**config.mk**
```make
export PLATFORM = sky130hd
export DESIGN_NAME = ctrl_unit_flat
export DESIGN_NICKNAME = d
export VERILOG_FILES = /design/src/rtl/ctrl_unit_if.sv /design/src/rtl/ctrl_unit.sv /design/src/flat_wrapper.sv
export SDC_FILE = /design/constraint.sdc
export NUM_CORES = 1
export LEC_CHECK = 0
export BUFFER_PORTS_ARGS = -buffer_cell sky130_fd_sc_hd__buf_4
export CORE_ASPECT_RATIO = 0.75
export CORE_UTILIZATION = 27
export DETAILED_ROUTE_END_ITERATION = 10
export PLACE_DENSITY_LB_ADDON = 0.1
export SETUP_SLACK_MARGIN = 0.5
export SYNTH_ARGS = -nofsm -noshare
export SYNTH_HDL_FRONTEND = slang
export SYNTH_SLANG_ARGS = --single-unit
export TNS_END_PERCENT = 30
```
**constraint.sdc**
```tcl
create_clock -name clk -period 3.39 [get_ports clk]
set_clock_uncertainty 0.15 [all_clocks]
set_input_delay 0.339 -clock clk [delete_from_list [all_inputs] [get_ports clk]]
set_output_delay 0.339 -clock clk [all_outputs]
set_load 0.01 [all_outputs]
```
**src/rtl/ctrl_unit_if.sv**
```systemverilog
// Operand-fetch control bundle between the d6809 microsequencer and its datapath.
// No latency of its own; it only groups the signals.
// No backpressure: the datapath acts on every strobe in the cycle it appears.
interface ctrl_unit_if;
  // Datapath register views (only IR[7:0] is decoded by the sequencer)
  logic [15:0] IR;
  logic [15:0] PC;
  logic [15:0] AR;
  logic [7:0]  T;
  logic [7:0]  DP;
  logic [7:0]  A;
  logic [7:0]  B;
  logic [15:0] X;
  logic [15:0] Y;
  // Sequencer controls
  logic [15:0] fetch;
  logic        pc_inc;
  logic [3:0]  mem_read;

  modport master (
    input  IR, PC, AR, T, DP, A, B, X, Y,
    output fetch, pc_inc, mem_read
  );

  modport slave (
    output IR, PC, AR, T, DP, A, B, X, Y,
    input  fetch, pc_inc, mem_read
  );
endinterface

```
**src/rtl/ctrl_unit.sv**
```systemverilog
// Microsequencer: decodes IR and state into bus-read source, register load strobes and PC increment.
// Outputs are combinational from state; every read cycle is followed by one idle gap cycle.
// No backpressure: the datapath latches the data bus on every posedge where a fetch bit is set.
module ctrl_unit (
  input  logic      clk,
  input  logic      reset,
  ctrl_unit_if.master bus
);
  localparam logic [3:0] MEMREAD_NONE   = 4'd0;
  localparam logic [3:0] MEMREAD_PC     = 4'd1;
  localparam logic [3:0] MEMREAD_AR     = 4'd2;
  localparam logic [3:0] MEMREAD_DP_ARL = 4'd3;

  localparam logic [3:0] FETCH_IR  = 4'd0;
  localparam logic [3:0] FETCH_ARL = 4'd1;
  localparam logic [3:0] FETCH_ARH = 4'd2;
  localparam logic [3:0] FETCH_A   = 4'd4;
  localparam logic [3:0] FETCH_B   = 4'd5;
  localparam logic [3:0] FETCH_XL  = 4'd6;
  localparam logic [3:0] FETCH_XH  = 4'd7;
  localparam logic [3:0] FETCH_YL  = 4'd8;
  localparam logic [3:0] FETCH_YH  = 4'd9;

  typedef enum logic [3:0] {
    S_IDLE, S_FOP, S_DEC, S_RD1, S_GAP1, S_RD2, S_GAP2, S_RD3, S_GAP3
  } state_t;

  typedef enum logic [2:0] {OP_NONE, OP_IMM8, OP_IMM16, OP_DIR, OP_EXT} op_t;

  state_t      state, state_nxt;
  logic        page2, page2_nxt;
  logic [7:0]  opcode;
  op_t         op;
  logic [3:0]  dst_hi, dst_lo;  // dst_lo is the only destination for 8-bit loads
  logic [1:0]  nreads;

  // Register views the sequencer does not need; the datapath owns them.
  logic unused_bus;
  assign unused_bus = ^{bus.IR[15:8], bus.PC, bus.AR, bus.T, bus.DP,
                        bus.A, bus.B, bus.X, bus.Y};

  assign opcode = bus.IR[7:0];

  // Opcode classification: addressing mode, destination registers and read count.
  always_comb begin
    op     = OP_NONE;
    dst_hi = FETCH_A;
    dst_lo = FETCH_A;
    if (page2) begin
      // Only LDY immediate exists on page 2; anything else falls through as NOP.
      if (opcode == 8'h8E) begin
        op = OP_IMM16; dst_hi = FETCH_YH; dst_lo = FETCH_YL;
      end
    end else begin
      case (opcode)
        8'h86: begin op = OP_IMM8;  dst_lo = FETCH_A; end
        8'hC6: begin op = OP_IMM8;  dst_lo = FETCH_B; end
        8'hCC: begin op = OP_IMM16; dst_hi = FETCH_A;  dst_lo = FETCH_B;  end
        8'h8E: begin op = OP_IMM16; dst_hi = FETCH_XH; dst_lo = FETCH_XL; end
        8'h96: begin op = OP_DIR;   dst_lo = FETCH_A; end
        8'hD6: begin op = OP_DIR;   dst_lo = FETCH_B; end
        8'hB6: begin op = OP_EXT;   dst_lo = FETCH_A; end
        8'hF6: begin op = OP_EXT;   dst_lo = FETCH_B; end
        default: op = OP_NONE;
      endcase
    end
    case (op)
      OP_IMM8:  nreads = 2'd1;
      OP_IMM16: nreads = 2'd2;
      OP_DIR:   nreads = 2'd2;
      OP_EXT:   nreads = 2'd3;
      default:  nreads = 2'd0;
    endcase
  end

  // State and page-2 prefix flag; reset clears both without waiting for a clock.
  always_ff @(posedge clk or negedge reset) begin
    if (!reset) begin
      state <= S_IDLE;
      page2 <= 1'b0;
    end else begin
      state <= state_nxt;
      page2 <= page2_nxt;
    end
  end

  // Next state and read controls; gap states leave every output at its default.
  always_comb begin
    state_nxt    = state;
    page2_nxt    = page2;
    bus.mem_read = MEMREAD_NONE;
    bus.fetch    = 16'h0000;
    bus.pc_inc   = 1'b0;
    case (state)
      S_IDLE: state_nxt = S_FOP;
      S_FOP: begin
        bus.mem_read        = MEMREAD_PC;
        bus.fetch[FETCH_IR] = 1'b1;
        bus.pc_inc          = 1'b1;
        state_nxt           = S_DEC;
      end
      S_DEC: begin
        if (opcode == 8'h10 && !page2) begin
          page2_nxt = 1'b1;
          state_nxt = S_FOP;
        end else if (nreads == 2'd0) begin
          page2_nxt = 1'b0;
          state_nxt = S_FOP;
        end else begin
          state_nxt = S_RD1;
        end
      end
      S_RD1: begin
        bus.mem_read = MEMREAD_PC;
        bus.pc_inc   = 1'b1;
        case (op)
          OP_IMM8:  bus.fetch[dst_lo]    = 1'b1;
          OP_IMM16: bus.fetch[dst_hi]    = 1'b1;
          OP_DIR:   bus.fetch[FETCH_ARL] = 1'b1;
          OP_EXT:   bus.fetch[FETCH_ARH] = 1'b1;
          default:  bus.fetch            = 16'h0000;
        endcase
        state_nxt = S_GAP1;
      end
      S_GAP1: begin
        if (nreads == 2'd1) begin
          page2_nxt = 1'b0;
          state_nxt = S_FOP;
        end else begin
          state_nxt = S_RD2;
        end
      end
      S_RD2: begin
        case (op)
          OP_IMM16: begin
            bus.mem_read = MEMREAD_PC; bus.pc_inc = 1'b1; bus.fetch[dst_lo] = 1'b1;
          end
          OP_DIR: begin
            bus.mem_read = MEMREAD_DP_ARL; bus.fetch[dst_lo] = 1'b1;
          end
          OP_EXT: begin
            bus.mem_read = MEMREAD_PC; bus.pc_inc = 1'b1; bus.fetch[FETCH_ARL] = 1'b1;
          end
          default: bus.mem_read = MEMREAD_NONE;
        endcase
        state_nxt = S_GAP2;
      end
      S_GAP2: begin
        if (nreads == 2'd2) begin
          page2_nxt = 1'b0;
          state_nxt = S_FOP;
        end else begin
          state_nxt = S_RD3;
        end
      end
      S_RD3: begin
        bus.mem_read      = MEMREAD_AR;
        bus.fetch[dst_lo] = 1'b1;
        state_nxt         = S_GAP3;
      end
      S_GAP3: begin
        page2_nxt = 1'b0;
        state_nxt = S_FOP;
      end
      default: state_nxt = S_IDLE;
    endcase
  end
endmodule

```
**src/flat_wrapper.sv**
```systemverilog
// flat-port wrapper written by rule: the top's interface ports become plain ports
module ctrl_unit_flat 
  (clk, reset, bus_IR, bus_PC, bus_AR, bus_T, bus_DP, bus_A, bus_B, bus_X, bus_Y, bus_fetch, bus_pc_inc, bus_mem_read);
  ctrl_unit_if bus_i ();
  input  logic clk;
  input  logic reset;
  input wire logic [$bits(bus_i.IR)-1:0] bus_IR;
  input wire logic [$bits(bus_i.PC)-1:0] bus_PC;
  input wire logic [$bits(bus_i.AR)-1:0] bus_AR;
  input wire logic [$bits(bus_i.T)-1:0] bus_T;
  input wire logic [$bits(bus_i.DP)-1:0] bus_DP;
  input wire logic [$bits(bus_i.A)-1:0] bus_A;
  input wire logic [$bits(bus_i.B)-1:0] bus_B;
  input wire logic [$bits(bus_i.X)-1:0] bus_X;
  input wire logic [$bits(bus_i.Y)-1:0] bus_Y;
  output wire logic [$bits(bus_i.fetch)-1:0] bus_fetch;
  output wire logic [$bits(bus_i.pc_inc)-1:0] bus_pc_inc;
  output wire logic [$bits(bus_i.mem_read)-1:0] bus_mem_read;
  assign bus_i.IR = bus_IR;
  assign bus_i.PC = bus_PC;
  assign bus_i.AR = bus_AR;
  assign bus_i.T = bus_T;
  assign bus_i.DP = bus_DP;
  assign bus_i.A = bus_A;
  assign bus_i.B = bus_B;
  assign bus_i.X = bus_X;
  assign bus_i.Y = bus_Y;
  assign bus_fetch = bus_i.fetch;
  assign bus_pc_inc = bus_i.pc_inc;
  assign bus_mem_read = bus_i.mem_read;
  ctrl_unit u_core (.clk(clk), .reset(reset), .bus(bus_i));
endmodule
```
==> Flow_metrics.wiki, run 1 <==
{| class="wikitable"
! Metric !! Value
|-
| Vert. Die Dim || 45.2 um
|-
| Vias per inst || 5.05
|-
| DR vias || 748
|-
| Data required time of the critical path || 2.90 ns
|-
| Detailed-route wire length per cell || 12.6 um
|-
| Cell Int Power || 0.000226 W
|-
| Switching Share || 46.8%
|-
| Worst Setup Path Type || flop to primary output
|-
| Fraction of power consumed by sequential logic || 31.3%
|-
| Final Core Density || 36.9%
|-
| Critical-path top delay cell || dfrtp_2
|-
| Final-layout worst hold slack || 0.260 ns
|-
| Dpl hpwl || 1400 um
|-
| Worst-path fanout max || 9
|-
| CTS buffer count || 3
|-
| Ratio of cells with drive above 1 in the final layout || 30.7%
|-
| Path class of the lowest-slack min-delay path || input pin to flop
|-
| Initial antenna violation count || 0
|-
| Critical path endpoint category || primary output
|-
| Part of the Yosys area used for sequential elements || 18.6%
|-
| Number of synthesized flops with an enable pin || 0
|-
| Syn Std Cell Area || 672 um2
|-
| Drc violations || 0
|-
| Mean Syn Cell Area || 7.15 um2
|-
| CTS tree || yes
|-
| Fill count || 264
|-
| Register bit count reported by yosys || 5
|-
| H-Tree Depth || 1
|-
| Final Cycle Share || 83.2%
|-
| Wire length of the first global-routing pass || 2750 um
|-
| Std cell rows || 15
|-
| Unrepaired setup endpoints after global routing || no
|-
| Startpoint class of the critical path || flop
|-
| Final total negative setup slack || 0 ns
|-
| Pin count of the biggest net entering global routing || 14
|-
| Number of endpoints with negative hold slack in the final report || 0
|-
| Area of the die || 0.00269 mm2
|-
| F_max || 0.355 GHz
|-
| Clock Latency Late Sink || 0.24 ns
|-
| Post-synth top flop || dfrtp_1
|-
| Count of pins over their slew limit || 0
|-
| Total GRT Usage || 13.7%
|-
| Number of clock sinks seen by CTS || 5
|-
| Antenna Diode Count || 0
|-
| Leak pwr || 0.345 nW
|-
| Shortest clock period the worst path allows after layout || 2.82 ns
|-
| Setup Viol. Count Final || 0
|-
| Area of the core || 0.00233 mm2
|-
| Max_cap viols || 0
|-
| Run status || completed
|-
| Synth cell types || 39
|-
| Die width || 59.6 um
|-
| Number of buffer cells added on primary ports || 21
|-
| Switching power summed over all nets || 0.000199 W
|-
| DR pass1 iterations || 4
|-
| Clock transition at the register clock pins on the worst setup and hold paths after CTS || 0.05 ns
|-
| Largest vdd supply drop || 0.000243 V
|-
| DR iter-0 viols || 19
|-
| Total design power || 0.000425 W
|-
| Routability cong. || 0.790
|-
| Maximum clock insertion buffer count || 2
|-
| Peak per-stage delay on the critical path || 0.45 ns
|-
| Most used standard cells in the synthesized netlist || buf_4 (9), nor2_1 (9), a21oi_1 (6), nand2_1 (6), nor3_1 (6)
|-
| Setup repair bufs after CTS || 0
|-
| Starting Density || 28.9%
|-
| Root buffer cell || clkbuf_4
|-
| Sequence of cells on the critical path || or3b_1, a211o_4, a211o_1, o31ai_1, buf_4
|-
| Combinational Power Share || 52.6%
|-
| Aggregate routed wire length || 1870 um
|-
| Share of the synthesized area in the top cell type || 18.6%
|-
| Gr ovfl total || 0
|-
| Clk network pwr share || 16.1%
|-
| Number of warnings issued by yosys || 0
|-
| Cell types occupying the most area after synthesis || dfrtp_1 (19%), buf_4 (10%), nor2_1 (5.0%), nand2b_1 (4.7%), a21oi_1 (4.5%)
|-
| Power density over the cells || 495 mW/mm2
|-
| Cell type with the largest total area after synthesis || dfrtp_1
|-
| I/O pin cnt || 135
|-
| Final-stage net count || 229
|-
| Final non-filler cell total || 148
|-
| Async set-or-reset flop fraction in the synthesized netlist || 100%
|-
| P&R area growth vs syn || 27.7%
|-
| Number of global-route vias before repair || 601
|-
| # placed instances || 143
|-
| Antenna Violating Nets Remaining || 0
|-
| Endpoint arrival time on the critical path || 2.33 ns
|-
| Number of instances in the synthesized netlist || 94
|}
[cells by family after synthesis]
family / Yosys count / synth area share, %
other: 1 / 0.558
DFF: 5 / 18.6
and+or+nand+nor: 49 / 42.3
AOI/OAI and AO/OA: 23 / 23.5
buffers and inverters: 16 / 15.1
[layout by cell type, fill, tap and decap left out, types with 2 or more instances in the layout]
| master | netlist | routed |
|---|---|---|
| clkbuf_4 | 0 | 3 |
| nand2_1 | 6 | 6 |
| or2_2 | 2 | 2 |
| nor2b_1 | 2 | 2 |
| o21ai_0 | 3 | 3 |
| buf_4 | 9 | 22 |
| a21o_2 | 2 | 2 |
| nor2_1 | 9 | 9 |
| nand3_1 | 3 | 3 |
| nor4b_1 | 3 | 3 |
| nand2b_1 | 5 | 5 |
| dfrtp_1 | 5 | 4 |
| nand4_1 | 2 | 2 |
| a31oi_1 | 2 | 2 |
| a21oi_1 | 6 | 6 |
| conb_1 | 1 | 9 |
| nor3_1 | 6 | 6 |
[through the flow]
stage	area, um2	setup WS, ns
3_5_place_dp	812	0.801
3_3_place_gp	812	0.791
6_report	858	0.571
5_1_grt	858	0.508
2_1_floorplan	702	0.997
4_1_cts	848	0.527
[worst paths after layout]
| kind | cells past startpoint | slack, ns | from | end |
|---|---|---|---|---|
| max | 5 | 0.57 | u_core.page2 | bus_fetch[4] |
| max reg2reg | 4 | 1.53 | u_core.page2 | u_core.page2 |
| min in group asynchronous | 2 | 0.29 | reset | u_core.state[0] |
| max in group asynchronous | 2 | 2.68 | reset | u_core.state[2] |
| min | 4 | 0.26 | bus_IR[3] | u_core.page2 |
| min reg2reg | 1 | 0.45 | u_core.state[3] | u_core.state[2] |
[area by class of cell]
cell class | instances | area (um2) | area share [%]
well taps | 34 | 42.5 | 4.96
multi-input cells | 81 | 484 | 56.4
flip-flops and latches | 5 | 126 | 14.7
inverters | 1 | 3.75 | 0.437
clock buffers | 4 | 26.3 | 3.06
repair buffers | 23 | 175 | 20.4
[metal layers]
metal	part of all wire [%]	global-route usage [%]	up-vias
li1	-	-	368
met1	49	20.0	365
met2	47	20.9	15
met3	3.2	4.30	0
met4	0	0.465	0
met5	0	0	-
[power by group through the flow]
stage	Combinational [W]	Sequential [W]	Clock (W)
5_1_grt	0.000243	0.000137	0.0000754
6_report	0.000223	0.000133	0.0000684
3_5_place_dp	0.000219	0.000132	0
2_1_floorplan	0.000185	0.0000894	0
3_3_place_gp	0.000221	0.000131	0
4_1_cts	0.000222	0.000132	0.0000714
[critical path: cells and delay by family, from the launching register on]
kind	cells	cell delay [ns]
AO/OA/AOI/OAI	3	1.02
flip-flops	1	0.45
AND/OR/NAND/NOR	1	0.44
buffers and inverters	1	0.17
[timing repair]
| action | CTS | global route |
|---|---|---|
| hold buffers | 1 | 0 |
| endpoints found under the setup margin | 0 | 2 |
| resized for setup | 0 | 3 |
| endpoints found under the hold margin | 5 | 0 |
[state kept, by name, summed over array words and instances, names as in the netlist]
register	count
u_core.page2	1
u_core.state	4
(Power assumes the default switching activity.)
==> run 2, diff against run 1 <==
--- a/config.mk
+++ b/config.mk
@@ -7,7 +7,7 @@
 export LEC_CHECK = 0
 export BUFFER_PORTS_ARGS = -buffer_cell sky130_fd_sc_hd__buf_4
 export CORE_ASPECT_RATIO = 0.75
-export CORE_UTILIZATION = 27
+export CORE_UTILIZATION = 25
 export DETAILED_ROUTE_END_ITERATION = 10
 export PLACE_DENSITY_LB_ADDON = 0.1
 export SETUP_SLACK_MARGIN = 0.5
==> constraint.sdc (replaced) <==
create_clock -name clk -period 2.9 [get_ports clk]
set_clock_uncertainty 0.15 [all_clocks]
set_input_delay 0.29 -clock clk [delete_from_list [all_inputs] [get_ports clk]]
set_output_delay 0.29 -clock clk [all_outputs]
set_load 0.01 [all_outputs]
==> run 2 against run 1 <==
Against the previous run: core utilization up 2.2 points; clock power is 25% higher; combinational power increased by 34%; count of clock-buffer cells in the layout is the same; critical path depth grew 1; global-route usage increased by 2.5 points; sequential share of layout area fell by 1.5 points; sequential cell count unchanged; setup slack got worse by 0.20 ns; critical path type unchanged; largest cell class unchanged; largest power group unchanged; highest routed layer is now met4.
==> Flow_metrics.wiki, run 2 (synthesis results as in run 1) <==
{| class="wikitable"
! Metric !! Value
|-
| Run status || completed
|-
| Register with the most flip-flops || u_core.state
|-
| Leak pwr || 0.390 nW
|-
| Worst setup slack after placement || 0.439 ns
|-
| Path class of the lowest-slack min-delay path || input pin to flop
|-
| P&R area growth vs syn || 40.8%
|-
| Std cell rows || 15
|-
| Vert. Die Dim || 46.9 um
|-
| Worst setup margin || 0.376 ns
|-
| Clock Latency Late Sink || 0.25 ns
|-
| Initial antenna violation count || 0
|-
| Die width || 61.9 um
|-
| Aggregate routed wire length || 2100 um
|-
| Startpoint of the lowest-slack register-to-register path || u_core.page2
|-
| CTS tree || yes
|-
| Number of buffer cells added on primary ports || 21
|-
| Routability cong. || 0.762
|-
| Worst min-delay path endpoint || u_core.page2
|-
| Number of clock sinks seen by CTS || 5
|-
| Worst-path fanout max || 4
|-
| Capture point of the worst reg-to-reg path || u_core.state[1]
|-
| Starting Density || 27.8%
|-
| Max_cap viols || 0
|-
| Worst R2R Setup Slack || 1.07 ns
|-
| Antenna Violating Nets Remaining || 0
|-
| Root buffer cell || clkbuf_4
|-
| Total GRT Usage || 16.2%
|-
| Gr ovfl total || 0
|-
| Number of flip-flops in the largest register || 4
|-
| Most common cell after layout, fill and taps aside || buf_4
|-
| Final-stage net count || 235
|-
| Number of endpoints with negative hold slack in the final report || 0
|-
| Maximum clock insertion buffer count || 2
|-
| Final non-filler cell total || 154
|-
| Dpl hpwl || 1560 um
|-
| I/O pin cnt || 135
|-
| Final total negative setup slack || 0 ns
|-
| Setup Viol. Count Final || 0
|-
| H-Tree Depth || 1
|-
| Clock transition at the register clock pins on the worst setup and hold paths after CTS || 0.05 ns
|-
| Drc violations || 0
|-
| CTS buffer count || 3
|-
| Pin count of the biggest net entering global routing || 14
|-
| DR vias || 802
|-
| Beginning of the worst hold path || bus_IR[2]
|-
| Unrepaired setup endpoints after global routing || yes
|-
| Top library cells by usage in the layout, fill and taps aside || buf_4 (27), nor2_1 (9), conb_1 (9), nand2_1 (6), a21oi_1 (6)
|-
| DR pass1 iterations || 4
|-
| Total design power || 0.000538 W
|-
| Ratio of cells with drive above 1 in the final layout || 38.3%
|-
| Startpoint class of the critical path || flop
|-
| F_max || 0.396 GHz
|-
| Vias per inst || 5.21
|-
| Worst Reg-to-Reg Cells || 5
|-
| Critical path endpoint category || primary output
|-
| Registers with the most flip-flops || u_core.state x4, u_core.page2 x1
|-
| Area of the core || 0.00242 mm2
|-
| Count of pins over their slew limit || 0
|-
| Final Cycle Share || 87.0%
|-
| DR iter-0 viols || 51
|-
| Power density over the cells || 569 mW/mm2
|-
| Wire length of the first global-routing pass || 3310 um
|-
| Detailed-route wire length per cell || 13.7 um
|-
| Worst Setup Path Type || flop to primary output
|-
| Endpoint arrival time on the critical path || 2.08 ns
|-
| Area of the die || 0.00290 mm2
|-
| Min-Delay Path Depth || 4
|-
| Shortest clock period the worst path allows after layout || 2.52 ns
|-
| Data required time of the critical path || 2.46 ns
|-
| Number of global-route vias before repair || 677
|-
| Antenna Diode Count || 0
|-
| Largest vdd supply drop || 0.000356 V
|-
| # placed instances || 145
|}
## run 2: cell count changes in the layout (fill, tap and decap cells not counted), sizes merged
cell,change
buf,+6
## run 2: how the worst max path moves through the flow
stage | slack, ns | depth (start not counted) | endpoint | start
2_1_floorplan | 0.56 | 5 | bus_fetch[4] | u_core.page2
3_3_place_gp | 0.47 | 6 | bus_fetch[7] | bus_IR[0]
3_5_place_dp | 0.44 | 6 | bus_fetch[4] | bus_IR[1]
4_1_cts | 0.36 | 6 | bus_fetch[5] | u_core.page2
5_1_grt | 0.31 | 6 | bus_fetch[6] | u_core.page2
6_report | 0.38 | 6 | bus_fetch[5] | u_core.page2
## run 2: cell type report
cell class,instances,area [um2]
Multi-Input combinational cell,81,524
Inverter,1,3.75
Tap cell,34,42.5
Timing Repair Buffer,29,224
Sequential cell,5,125
Fill cell,274,1480
Clock buffer,4,26.3
## run 2: per-stage QoR
step                      hold slack [ns]  instance area [um2]  util (%)
after global placement            -0.0560                  827      34.2
after detailed placement          -0.0514                  827      34.2
final                               0.210                  946      39.1
after floorplan                    -0.156                  702         -
after CTS                           0.212                  926      38.2
after global routing                0.216                  946      39.1
## run 2: what timing repair did
action / in CTS / in global routing
pin swaps: 5 / 1
setup buffers: 4 / 0
resized for setup: 7 / 3
setup endpoints to repair: 7 / 8
hold buffers: 1 / 0
hold endpoints to repair: 5 / 0
## run 2: power by group
part	switching, W	internal (W)
clock network	0.0000329	0.0000523
registers	0.0000617	0.0000920
logic	0.000158	0.000141
total	0.000253	0.000285
## run 2: metal layers
metal | global-route usage, % | wire length, um | up-vias
met4 | 7.11 | 34 | 0
met2 | 23.9 | 1000 | 27
met1 | 23.3 | 974 | 391
met5 | 0 | 0 | -
met3 | 2.75 | 94 | 4
li1 | - | - | 380
## run 2: worst max-delay path: stages (launching register included)
cell	delay (ns)
dfrtp_1	0.38
or3b_4	0.39
a211o_4	0.36
a211o_4	0.36
buf_6	0.13
nor2b_1	0.10
buf_4	0.13
